--- config.mk ---
export PLATFORM = sky130hd
export DESIGN_NAME = reg_bank_arbiter_flat
export DESIGN_NICKNAME = d
export VERILOG_FILES = /design/src/rtl/reg_bank_arbiter_if.sv /design/src/rtl/reg_bank_arbiter.sv /design/src/flat_wrapper.sv
export SDC_FILE = /design/constraint.sdc
export NUM_CORES = 1
export LEC_CHECK = 0
export ABC_CLOCK_PERIOD_IN_PS = 4090
export CAP_MARGIN = 20
export CORE_MARGIN = 2
export CORE_UTILIZATION = 35
export CTS_CLUSTER_SIZE = 16
export DETAILED_ROUTE_END_ITERATION = 10
export PLACE_DENSITY = 0.53
export SLEW_MARGIN = 10
export SYNTH_ARGS = -nofsm -noshare
export SYNTH_HDL_FRONTEND = slang
export SYNTH_SLANG_ARGS = --single-unit
--- constraint.sdc ---
create_clock -name clk -period 4.09 [get_ports clk]
set_clock_uncertainty 0.05 [all_clocks]
set_input_delay 0.6135 -clock clk [delete_from_list [all_inputs] [get_ports clk]]
set_output_delay 0.6135 -clock clk [all_outputs]
set_load 0.01 [all_outputs]
--- src/rtl/reg_bank_arbiter_if.sv ---
// reg_bank_arbiter_if
//   Bundles the two write requesters, their grants, the read port and the
//   status outputs of reg_bank_arbiter.
//   master : drives req/addr/data for both requesters and rd_addr
//   slave  : the arbiter; drives gnt0/gnt1, busy, rd_data, wr_count
interface reg_bank_arbiter_if;
    logic       req0;
    logic [1:0] addr0;
    logic [7:0] data0;
    logic       req1;
    logic [1:0] addr1;
    logic [7:0] data1;
    logic       gnt0;
    logic       gnt1;
    logic       busy;
    logic [1:0] rd_addr;
    logic [7:0] rd_data;
    logic [7:0] wr_count;

    modport master (
        output req0, addr0, data0, req1, addr1, data1, rd_addr,
        input  gnt0, gnt1, busy, rd_data, wr_count
    );

    modport slave (
        input  req0, addr0, data0, req1, addr1, data1, rd_addr,
        output gnt0, gnt1, busy, rd_data, wr_count
    );
endinterface

--- src/rtl/reg_bank_arbiter.sv ---
// reg_bank_arbiter
//   Four 8-bit registers shared by two write requesters. A write is committed
//   at the IDLE edge where a request is seen; the grant is the registered
//   acknowledge of that commit and lasts exactly one cycle (ACK state), during
//   which all requests are ignored. Contention is resolved round-robin,
//   requester 0 first after reset.
//   Ports:
//     clk  : system clock, rising edge
//     clr  : synchronous active-high reset
//     bus  : reg_bank_arbiter_if.slave (requests, grants, read port, status)
module reg_bank_arbiter #(
    parameter logic [7:0] RESET_VAL = 8'h00
) (
    input  logic                 clk,
    input  logic                 clr,
    reg_bank_arbiter_if.slave    bus
);

    typedef enum logic {IDLE, ACK} state_t;

    state_t          state;
    state_t          state_nxt;
    logic [3:0][7:0] regs;
    logic            prio;      // requester that wins the next contention
    logic            gnt0_q;
    logic            gnt1_q;
    logic [7:0]      count;

    logic            wr_en;
    logic            win;       // 0: requester 0, 1: requester 1
    logic [1:0]      wr_addr;
    logic [7:0]      wr_data;

    always_comb begin
        state_nxt = state;
        wr_en     = 1'b0;
        win       = 1'b0;
        case (state)
            IDLE: begin
                if (bus.req0 && bus.req1) begin
                    wr_en     = 1'b1;
                    win       = prio;
                    state_nxt = ACK;
                end else if (bus.req0) begin
                    wr_en     = 1'b1;
                    win       = 1'b0;
                    state_nxt = ACK;
                end else if (bus.req1) begin
                    wr_en     = 1'b1;
                    win       = 1'b1;
                    state_nxt = ACK;
                end
            end
            ACK:     state_nxt = IDLE;
            default: state_nxt = IDLE;
        endcase
    end

    assign wr_addr = win ? bus.addr1 : bus.addr0;
    assign wr_data = win ? bus.data1 : bus.data0;

    always_ff @(posedge clk) begin
        if (clr) begin
            state  <= IDLE;
            gnt0_q <= 1'b0;
            gnt1_q <= 1'b0;
            regs   <= {4{RESET_VAL}};
            count  <= 8'h00;
            prio   <= 1'b0;
        end else begin
            state  <= state_nxt;
            gnt0_q <= wr_en & ~win;
            gnt1_q <= wr_en & win;
            if (wr_en) begin
                regs[wr_addr] <= wr_data;
                // loser of this round (or the idle side) is favoured next time
                prio          <= ~win;
                if (count != 8'hFF)
                    count <= count + 8'd1;
            end
        end
    end

    assign bus.gnt0     = gnt0_q;
    assign bus.gnt1     = gnt1_q;
    assign bus.busy     = (state == ACK);
    assign bus.rd_data  = regs[bus.rd_addr];
    assign bus.wr_count = count;

endmodule

--- src/flat_wrapper.sv ---
// flat-port wrapper written by rule: the top's interface ports become plain ports
module reg_bank_arbiter_flat 
#(
    parameter logic [7:0] RESET_VAL = 8'h00
)
  (clk, clr, bus_req0, bus_addr0, bus_data0, bus_req1, bus_addr1, bus_data1, bus_rd_addr, bus_gnt0, bus_gnt1, bus_busy, bus_rd_data, bus_wr_count);
  reg_bank_arbiter_if bus_i ();
  input  logic clk;
  input  logic clr;
  input wire logic [$bits(bus_i.req0)-1:0] bus_req0;
  input wire logic [$bits(bus_i.addr0)-1:0] bus_addr0;
  input wire logic [$bits(bus_i.data0)-1:0] bus_data0;
  input wire logic [$bits(bus_i.req1)-1:0] bus_req1;
  input wire logic [$bits(bus_i.addr1)-1:0] bus_addr1;
  input wire logic [$bits(bus_i.data1)-1:0] bus_data1;
  input wire logic [$bits(bus_i.rd_addr)-1:0] bus_rd_addr;
  output wire logic [$bits(bus_i.gnt0)-1:0] bus_gnt0;
  output wire logic [$bits(bus_i.gnt1)-1:0] bus_gnt1;
  output wire logic [$bits(bus_i.busy)-1:0] bus_busy;
  output wire logic [$bits(bus_i.rd_data)-1:0] bus_rd_data;
  output wire logic [$bits(bus_i.wr_count)-1:0] bus_wr_count;
  assign bus_i.req0 = bus_req0;
  assign bus_i.addr0 = bus_addr0;
  assign bus_i.data0 = bus_data0;
  assign bus_i.req1 = bus_req1;
  assign bus_i.addr1 = bus_addr1;
  assign bus_i.data1 = bus_data1;
  assign bus_i.rd_addr = bus_rd_addr;
  assign bus_gnt0 = bus_i.gnt0;
  assign bus_gnt1 = bus_i.gnt1;
  assign bus_busy = bus_i.busy;
  assign bus_rd_data = bus_i.rd_data;
  assign bus_wr_count = bus_i.wr_count;
  reg_bank_arbiter #(.RESET_VAL(RESET_VAL)) u_core (.clk(clk), .clr(clr), .bus(bus_i));
endmodule
==> results of run 1 <==
==> stage by stage <==
step | utilization | total power [mW] | instance area, um^2
finish | 0.435 | 0.992 | 2920
floorplan | - | 0.640 | 2410
CTS | 0.435 | 0.998 | 2920
detailed placement | 0.421 | 0.715 | 2830
global placement | 0.421 | 0.714 | 2830
global route | 0.435 | 1.05 | 2920
==> sequential cells by signal (all words and copies together) (netlist names) <==
| signal | cells |
|---|---|
| u_core.regs | 32 |
| u_core.bus.wr_count | 8 |
| u_core.bus.gnt0 | 1 |
| u_core.bus.busy | 1 |
| u_core.prio | 1 |
| u_core.bus.gnt1 | 1 |
==> layout make-up <==
type                       count  share of cell area
clock inverter                 1             0.00257
tap                           80              0.0343
clock buffer                   7              0.0296
multi-input combinational    132               0.432
inverter                      36              0.0463
timing repair buffer          45               0.153
sequential                    44               0.302
==> metal layers <==
layer | GRT usage | share of wire | vias to the layer above
met3 | 0.0341 | 0.042 | 6
met4 | 0.0469 | 0.010 | 0
met5 | 0 | 0 | -
li1 | - | - | 957
met2 | 0.282 | 0.49 | 44
met1 | 0.228 | 0.46 | 909
==> worst reg2reg max path, stage by stage, from the launching register on <==
cell	delay, ns
dfxtp_1	0.38
nor2b_2	0.42
a21oi_1	0.20
o211ai_2	0.49
a221oi_1	0.17
==> path summary, 6_finish.rpt <==
check | startpoint | end | slack (ns) | cells past startpoint
worst min register to register | u_core.regs[1] | u_core.regs[1] | 0.42 | 2
worst min-delay path | u_core.regs[1] | u_core.regs[1] | 0.42 | 2
worst max-delay path | bus_rd_addr[0] | bus_rd_data[0] | 0.85 | 3
worst max register to register | u_core.bus.busy | u_core.regs[31] | 2.23 | 4
==> layout by cell type (no fill, tap or decap), types with 2 or more instances in the layout <==
cell type        netlist  layout
a221oi_2              11      11
nand2_1                6       6
nand4_1                2       2
nand3_1                3       3
mux2i_1                3       3
nand4b_1               8       8
o21ai_0                2       2
clkbuf_8               0       6
nor3_1                 6       6
nand4_4                2       2
o211ai_2               2       2
a221oi_1              21      21
mux4_2                 8       8
nor2_1                 6       6
and2_4                 2       2
or4_1                  9       9
o31ai_1               16      16
inv_1                 34      34
dfxtp_1               44      44
a21oi_1                4       4
clkdlybuf4s50_1        0      44
==> Yosys cell counts, drive strengths merged (2+ instances only) <==
master   n  area share
nor3     6       0.012
nand2b   2      0.0062
or4      9       0.028
nand2    6      0.0094
nand3    3      0.0062
o21ai    4       0.013
dfxtp   44        0.37
mux2i    3       0.012
inv     35       0.055
buf     12       0.044
nor2b    2      0.0062
a21oi    4      0.0083
nor2     7       0.014
mux4     8       0.075
nand4    4       0.023
clkbuf   6      0.0094
o211ai   2       0.010
o31ai   16       0.050
nand4b   8       0.029
and2     2      0.0073
a221oi  32        0.15
==> power by group through the flow <==
stage	registers (mW)	clock network, mW	logic (mW)
detailed placement	0.488	0	0.227
global placement	0.488	0	0.226
floorplan	0.485	0	0.155
finish	0.478	0.288	0.226
global route	0.482	0.316	0.247
CTS	0.478	0.292	0.228
==> logic make-up after synthesis <==
kind of cell,count (synthesis),share of synthesized area
xor+xnor,1,0.00364
flops,44,0.366
fa+ha+maj,1,0.00520
mux,11,0.0873
compound gates,66,0.271
simple gates,53,0.157
buf+inv,54,0.110
==> impl_metrics.csv, run 1 <==
group,metric,value,unit
worst_setup_path,crit_path_end_kind,"output port",
global_route,grt_pass1_wl,10.0,mm
die,ios,45,
yosys,synth_area,2410,um^2
yosys,ys_warn_count,0,
sta,finalCriticalPeriod,3.24,ns
power_and_ir_drop,p_switching,0.287,mW
clock_tree,cts_sinks,44,
run_status,status,"complete, no violations",
sta,tns,0,ns
flow_run,max-cap-violations,0,
drt,viasPerCell,5.55,
drt,vias,1916,
power_and_ir_drop,p_int,0.704,mW
layout,multiInputGateArea,1260,um^2
sta,fin_ws,0.854,ns
placed_design,post-place-ws,0.820,ns
power_and_ir_drop,comb_power_share,0.228,
die,die_x,86.9,um
yosys,synth_area_per_cell,10.5,um^2
sta,rsz0062_at_grt,"false",
power_and_ir_drop,worst_ir_drop_vdd,156,uV
sta,relSlewSlack,0.443,
layout,area_delta_synth_final,21.3,%
drt,drt_first_pass_iters,7,
clock_tree,cts_root_buf,"clkbuf_8",
placed_design,dpl.cell_count,337,
layout,ff_latch_area,881,um^2
clock_tree,h-tree-depth,2,
power_and_ir_drop,swShare,0.290,
worst_setup_path,cpMaxStageDelayCell,"clkdlybuf4s50_1",
power_and_ir_drop,powerDensity,340,nW/um^2
yosys,ys.flop_type,"dfxtp_1",
yosys,synth_fp_nets,257,
global_route,groute.usage.overall,0.171,
layout,fin_cells,345,
die,dieHeight,86.9,um
clock_tree,post-cts-setup-buffers,0,
clock_tree,numCtsBuffers,5,
global_route,overflow,0,
min_path,holdCritPathClass,"reg -> reg",
sta,clock.fmax,309,MHz
drt,ant_nets,0,
yosys,synth_edf_count,0,
worst_setup_path,cp.required,3.43,ns
yosys,ys_seq_area_frac,0.366,
clock_tree,clk_pin_slew_worst_paths,0.09,ns
die,num_rows,30,
global_route,grt_pass1_vias,1996,
drt,routed_wl,6.04,mm
yosys,ys_async_sr_fraction,0,
yosys,synth_cells,230,
drt,wl_per_cell,17.5,um
worst_setup_path,crit_top_cell,"clkdlybuf4s50_1",
worst_setup_path,crit_chain,"clkdlybuf4s50_1 > mux4_2 > clkdlybuf4s50_1",
clock_tree,cts_buffer_depth,2,
layout,diodes,0,
worst_setup_path,crit_type,"in -> out",
placed_design,hpwl,4.12,mm
yosys,synth.ff_latch_count,44,
die,fp.coreArea,6720,um^2
sta,final.period_utilization,0.791,
worst_setup_path,cp-start-kind,"input port",
clock_tree,clk_latency,0.29,ns
sta,setup_viol,0,
placed_design,port-buffer-count,44,
drt,drt_iter0_drc,140,
power_and_ir_drop,p_clk_frac,0.290,
power_and_ir_drop,power_frac_seq,0.482,
clock_tree,cts_resized,0,
die,die_area,7560,um^2
clock_tree,holdBufCountCts,0,
worst_setup_path,crit_buf_inv,2,
worst_setup_path,worst-endpoint-arrival,2.57,ns
sta,tightestPinTransition,0.833,ns
global_route,antenna_found_initial,0,
die,start_util,0.358,
worst_setup_path,cpPeakStageDelay,0.87,ns
power_and_ir_drop,power.leakage,0.940,nW
worst_setup_path,cp_top_family,"buffers and inverters",
yosys,yosysUniqueCellTypes,48,
global_route,grt_max_degree,27,
layout,finalNetCount,291,
worst_setup_path,crit_fanout,8,
placed_design,place_congestion,0.749,
sta,whs,0.417,ns
drt,drc,0,
sta,hold_violations,0,
layout,fillers,690,
clock_tree,tritoncts,"built",
sta,drv_slew,0,
layout,drive_above_1_share,0.162,
Note: power is estimated with default switching activity, not from simulation.
==> inputs of run 2 (changes only) <==
--- a/config.mk
+++ b/config.mk
@@ -5,7 +5,7 @@
 export SDC_FILE = /design/constraint.sdc
 export NUM_CORES = 1
 export LEC_CHECK = 0
-export ABC_CLOCK_PERIOD_IN_PS = 4090
+export ABC_CLOCK_PERIOD_IN_PS = 3400
 export CAP_MARGIN = 20
 export CORE_MARGIN = 2
 export CORE_UTILIZATION = 35
==> constraint.sdc (replaced) <==
create_clock -name clk -period 3.4 [get_ports clk]
set_clock_uncertainty 0.05 [all_clocks]
set_input_delay 0.51 -clock clk [delete_from_list [all_inputs] [get_ports clk]]
set_output_delay 0.51 -clock clk [all_outputs]
set_load 0.01 [all_outputs]
==> run 2 against run 1 <==
  * Sequential share of layout area down 0.56 points
  * First-iteration DRC count down 53%
  * Critical path type unchanged
  * Sequential power up 20%
  * Flip-flop and latch count unchanged
  * Setup slack worse by 0.20 ns
  * Routed wire length up 1.4%
  * Design area up 1.9%
  * Combinational power up 22%
==> impl_metrics.csv, run 2 (synthesized netlist as in run 1, its figures left out) <==
group,metric,value,unit
power_and_ir_drop,p_switching,0.348,mW
layout,ff_latch_area,881,um^2
layout,largest_reg_flops,32,
clock_tree,cts_resized,0,
sta,tns,0,ns
clock_tree,tritoncts,"built",
clock_tree,cts_sinks,44,
sta,relSlewSlack,0.624,
placed_design,port-buffer-count,44,
global_route,overflow,0,
sta,rsz0062_at_grt,"false",
clock_tree,cts_root_buf,"clkbuf_8",
drt,wl_per_cell,17.6,um
drt,viasPerCell,5.61,
sta,final.period_utilization,0.808,
clock_tree,h-tree-depth,2,
sta,drv_slew,0,
global_route,groute.usage.overall,0.173,
placed_design,post-place-ws,0.610,ns
drt,routed_wl,6.12,mm
power_and_ir_drop,powerDensity,434,nW/um^2
clock_tree,cts_buffer_depth,2,
layout,largest_register,"u_core.regs",
layout,area_delta_synth_final,23.6,%
drt,drc,0,
die,num_rows,30,
sta,hold_violations,0,
worst_setup_path,cp.required,2.84,ns
global_route,grt_pass1_vias,1971,
worst_setup_path,crit_path_end_kind,"output port",
min_path,holdCritPathClass,"reg -> reg",
die,die_x,86.9,um
clock_tree,clk_latency,0.29,ns
layout,finalNetCount,294,
drt,ant_nets,0,
sta,fin_ws,0.652,ns
die,dieHeight,86.9,um
drt,drt_iter0_drc,66,
sta,setup_viol,0,
placed_design,hpwl,4.18,mm
clock_tree,clk_pin_slew_worst_paths,0.08,ns
layout,drive_above_1_share,0.175,
power_and_ir_drop,power_frac_seq,0.445,
global_route,grt_pass1_wl,10.0,mm
drt,vias,1953,
run_status,status,"complete, no violations",
clock_tree,holdBufCountCts,0,
sta,clock.fmax,364,MHz
worst_setup_path,worst-endpoint-arrival,2.19,ns
layout,final_cell_mix,"44 x clkdlybuf4s50_1, 44 x dfxtp_1, 34 x inv_1, 21 x a221oi_1, 16 x o31ai_1",
global_route,antenna_found_initial,0,
sta,tightestPinTransition,0.562,ns
power_and_ir_drop,p_int,0.943,mW
worst_setup_path,crit_type,"in -> out",
placed_design,place_congestion,0.753,
sta,finalCriticalPeriod,2.75,ns
power_and_ir_drop,comb_power_share,0.213,
global_route,grt_max_degree,26,
clock_tree,post-cts-setup-buffers,0,
die,die_area,7560,um^2
power_and_ir_drop,swShare,0.269,
layout,fillers,664,
sta,whs,0.411,ns
placed_design,placed_area,2850,um^2
worst_setup_path,cp-start-kind,"input port",
layout,diodes,0,
layout,postLayoutCellArea,2980,um^2
flow_run,max-cap-violations,0,
layout,multiInputGateArea,1260,um^2
drt,drt_first_pass_iters,4,
clock_tree,numCtsBuffers,5,
power_and_ir_drop,worst_ir_drop_vdd,216,uV
die,start_util,0.358,
die,fp.coreArea,6720,um^2
worst_setup_path,crit_fanout,8,
power_and_ir_drop,power.leakage,0.974,nW
die,ios,45,
power_and_ir_drop,p_clk_frac,0.342,
run 2: per-layer routing:
| layer | global-route usage | wire length (um) | vias to the layer above |
|---|---|---|---|
| li1 | - | - | 971 |
| met1 | 0.228 | 2950 | 939 |
| met2 | 0.284 | 2890 | 35 |
| met3 | 0.0360 | 197 | 8 |
| met4 | 0.0554 | 78 | 0 |
| met5 | 0 | 0 | - |
run 2: cell type report:
| type | instances | share of cell area |
|---|---|---|
| clock buffer | 7 | 0.0324 |
| tap | 80 | 0.0336 |
| sequential | 44 | 0.296 |
| multi-input combinational | 132 | 0.424 |
| clock inverter | 1 | 0.0101 |
| timing repair buffer | 48 | 0.158 |
| inverter | 36 | 0.0454 |
run 2: path summary, 6_finish.rpt:
check	slack, ns	endpoint	from	cells past startpoint
setup / recovery	0.65	bus_rd_data[0]	bus_rd_addr[0]	4
hold / removal	0.41	u_core.regs[23]	u_core.regs[23]	2
setup reg to reg	1.54	u_core.regs[30]	u_core.prio	4
hold reg to reg	0.41	u_core.regs[23]	u_core.regs[23]	2
run 2: worst max-delay path, cell delays in order:
cell             delay (ns)
clkdlybuf4s50_1        0.45
buf_4                  0.21
mux4_2                 0.52
clkdlybuf4s50_1        0.49
run 2: power by group through the flow:
stage	clock [mW]	combinational [mW]	sequential [mW]
floorplan	0	0.187	0.583
global placement	0	0.274	0.586
detailed placement	0	0.276	0.587
CTS	0.453	0.277	0.575
global route	0.474	0.298	0.580
finish	0.442	0.275	0.574
run 2: metrics by stage:
step | total power, mW | utilization | cells
after floorplan | 0.770 | - | 230
after global placement | 0.861 | 0.424 | 340
after detailed placement | 0.863 | 0.424 | 340
after CTS | 1.30 | 0.443 | 348
after global routing | 1.35 | 0.443 | 348
final | 1.29 | 0.443 | 348
==> inputs of run 3 (changes only) <==
--- a/config.mk
+++ b/config.mk
@@ -5,7 +5,7 @@
 export SDC_FILE = /design/constraint.sdc
 export NUM_CORES = 1
 export LEC_CHECK = 0
-export ABC_CLOCK_PERIOD_IN_PS = 3400
+export ABC_CLOCK_PERIOD_IN_PS = 2900
 export CAP_MARGIN = 20
 export CORE_MARGIN = 2
 export CORE_UTILIZATION = 35
==> constraint.sdc (replaced) <==
create_clock -name clk -period 2.9 [get_ports clk]
set_clock_uncertainty 0.05 [all_clocks]
set_input_delay 0.435 -clock clk [delete_from_list [all_inputs] [get_ports clk]]
set_output_delay 0.435 -clock clk [all_outputs]
set_load 0.01 [all_outputs]
==> run 3 against run 2 <==
  * Flip-flop and latch count did not move
  * Design area increased by 1.7%
  * First-iteration DRC count up 74%
  * Clock power rose by 16%
  * Die area stayed put
  * Largest power group unchanged
  * Largest cell class unchanged
==> impl_metrics.csv, run 3 (synthesized netlist as in run 1, its figures left out) <==
group,metric,value,unit
clock_tree,numCtsBuffers,5,
sta,rsz0062_at_grt,"false",
global_route,overflow,0,
drt,routed_wl,6.15,mm
die,fp.coreArea,6720,um^2
layout,diodes,0,
sta,hold_violations,0,
power_and_ir_drop,worst_ir_drop_vdd,238,uV
clock_tree,cts_buffer_depth,2,
power_and_ir_drop,p_clk_frac,0.339,
sta,tightestPinTransition,0.470,ns
worst_setup_path,ff2ff_setup_slack,1.05,ns
worst_setup_path,crit_path_end_kind,"output port",
worst_setup_path,cp.required,2.41,ns
worst_setup_path,r2r.worst_path.cells,5,
run_status,status,"complete, no violations",
worst_setup_path,crit_start,"bus_rd_addr[0]",
drt,drt_first_pass_iters,4,
worst_setup_path,cp-start-kind,"input port",
power_and_ir_drop,power_frac_seq,0.444,
power_and_ir_drop,power.leakage,1.00,nW
global_route,groute.usage.overall,0.176,
clock_tree,tritoncts,"built",
power_and_ir_drop,p_total,1.52,mW
drt,wl_per_cell,17.4,um
sta,drv_slew,0,
worst_setup_path,r2r_end,"u_core.regs[24]",
clock_tree,clk_pin_slew_worst_paths,0.08,ns
worst_setup_path,crit_type,"in -> out",
placed_design,hpwl,4.38,mm
sta,clock.fmax,388,MHz
power_and_ir_drop,p_switching,0.404,mW
sta,final.period_utilization,0.888,
layout,postLayoutCellArea,3030,um^2
layout,area_delta_synth_final,25.7,%
sta,fin_ws,0.326,ns
clock_tree,clk_latency,0.29,ns
die,num_rows,30,
worst_setup_path,crit_fanout,8,
placed_design,port-buffer-count,44,
clock_tree,h-tree-depth,2,
placed_design,placed_area,2900,um^2
min_path,holdCritPathClass,"reg -> reg",
global_route,grt_pass1_vias,2026,
sta,relSlewSlack,0.685,
power_and_ir_drop,p_int,1.11,mW
worst_setup_path,reg2reg_from,"u_core.prio",
drt,viasPerCell,5.56,
die,die_area,7560,um^2
drt,ant_nets,0,
worst_setup_path,worst-endpoint-arrival,2.09,ns
drt,drc,0,
clock_tree,cts_sinks,44,
layout,largest_register,"u_core.regs",
placed_design,place_congestion,0.753,
min_path,hold_end,"u_core.regs[0]",
placed_design,dpl.cell_count,345,
layout,final_cell_mix,"44 x clkdlybuf4s50_1, 44 x dfxtp_1, 34 x inv_1, 21 x a221oi_1, 16 x o31ai_1",
layout,post-route-util,0.450,
flow_run,max-cap-violations,0,
layout,drive_above_1_share,0.190,
power_and_ir_drop,comb_power_share,0.217,
die,dieHeight,86.9,um
clock_tree,cts_root_buf,"clkbuf_8",
min_path,min_path_cells,2,
drt,drt_iter0_drc,115,
layout,fillers,646,
clock_tree,post-cts-setup-buffers,0,
clock_tree,cts_resized,0,
die,start_util,0.358,
global_route,grt_max_degree,21,
clock_tree,holdBufCountCts,0,
sta,tns,0,ns
power_and_ir_drop,swShare,0.266,
layout,largest_reg_flops,32,
sta,finalCriticalPeriod,2.57,ns
layout,ff_latch_area,881,um^2
layout,finalNetCount,299,
power_and_ir_drop,powerDensity,502,nW/um^2
die,ios,45,
layout,fin_cells,353,
drt,vias,1961,
sta,whs,0.412,ns
sta,setup_viol,0,
placed_design,post-place-ws,0.316,ns
global_route,grt_pass1_wl,10.3,mm
die,die_x,86.9,um
layout,multiInputGateArea,1260,um^2
min_path,hp-start,"u_core.regs[0]",
global_route,antenna_found_initial,0,
## run 3: cell type report
type	count	area share
Multi-Input combinational cell	132	0.417
Inverter	36	0.0447
Clock buffer	7	0.0318
Clock inverter	1	0.00993
Timing Repair Buffer	53	0.172
Tap cell	80	0.0331
Sequential cell	44	0.291
## run 3: how the worst max path moves through the flow
stage	depth (start not counted)	slack (ns)	end
after CTS	4	0.31	bus_rd_data[0]
after global placement	4	0.31	bus_rd_data[0]
after floorplan	2	1.19	bus_rd_data[0]
final	4	0.33	bus_rd_data[0]
after global routing	4	0.27	bus_rd_data[7]
after detailed placement	4	0.32	bus_rd_data[0]
## run 3: worst max-delay path: stages
cell and delay [ns]:
clkdlybuf4s50_1 0.51, buf_12 0.15, mux4_2 0.50, clkdlybuf4s50_1 0.49
## run 3: power by group through the flow
stage	Sequential (mW)	Clock [mW]	Combinational (mW)
after global routing	0.680	0.554	0.361
final	0.674	0.514	0.329
after detailed placement	0.688	0	0.332
after CTS	0.675	0.530	0.333
after global placement	0.688	0	0.331
after floorplan	0.684	0	0.219
## run 3: layer usage
metal / track usage / up-vias / share of wire
met5: 0 / - / 0
met3: 0.0398 / 4 / 0.046
met2: 0.274 / 45 / 0.46
met1: 0.237 / 937 / 0.48
li1: - / 975 / -
met4: 0.0668 / 0 / 0.0086
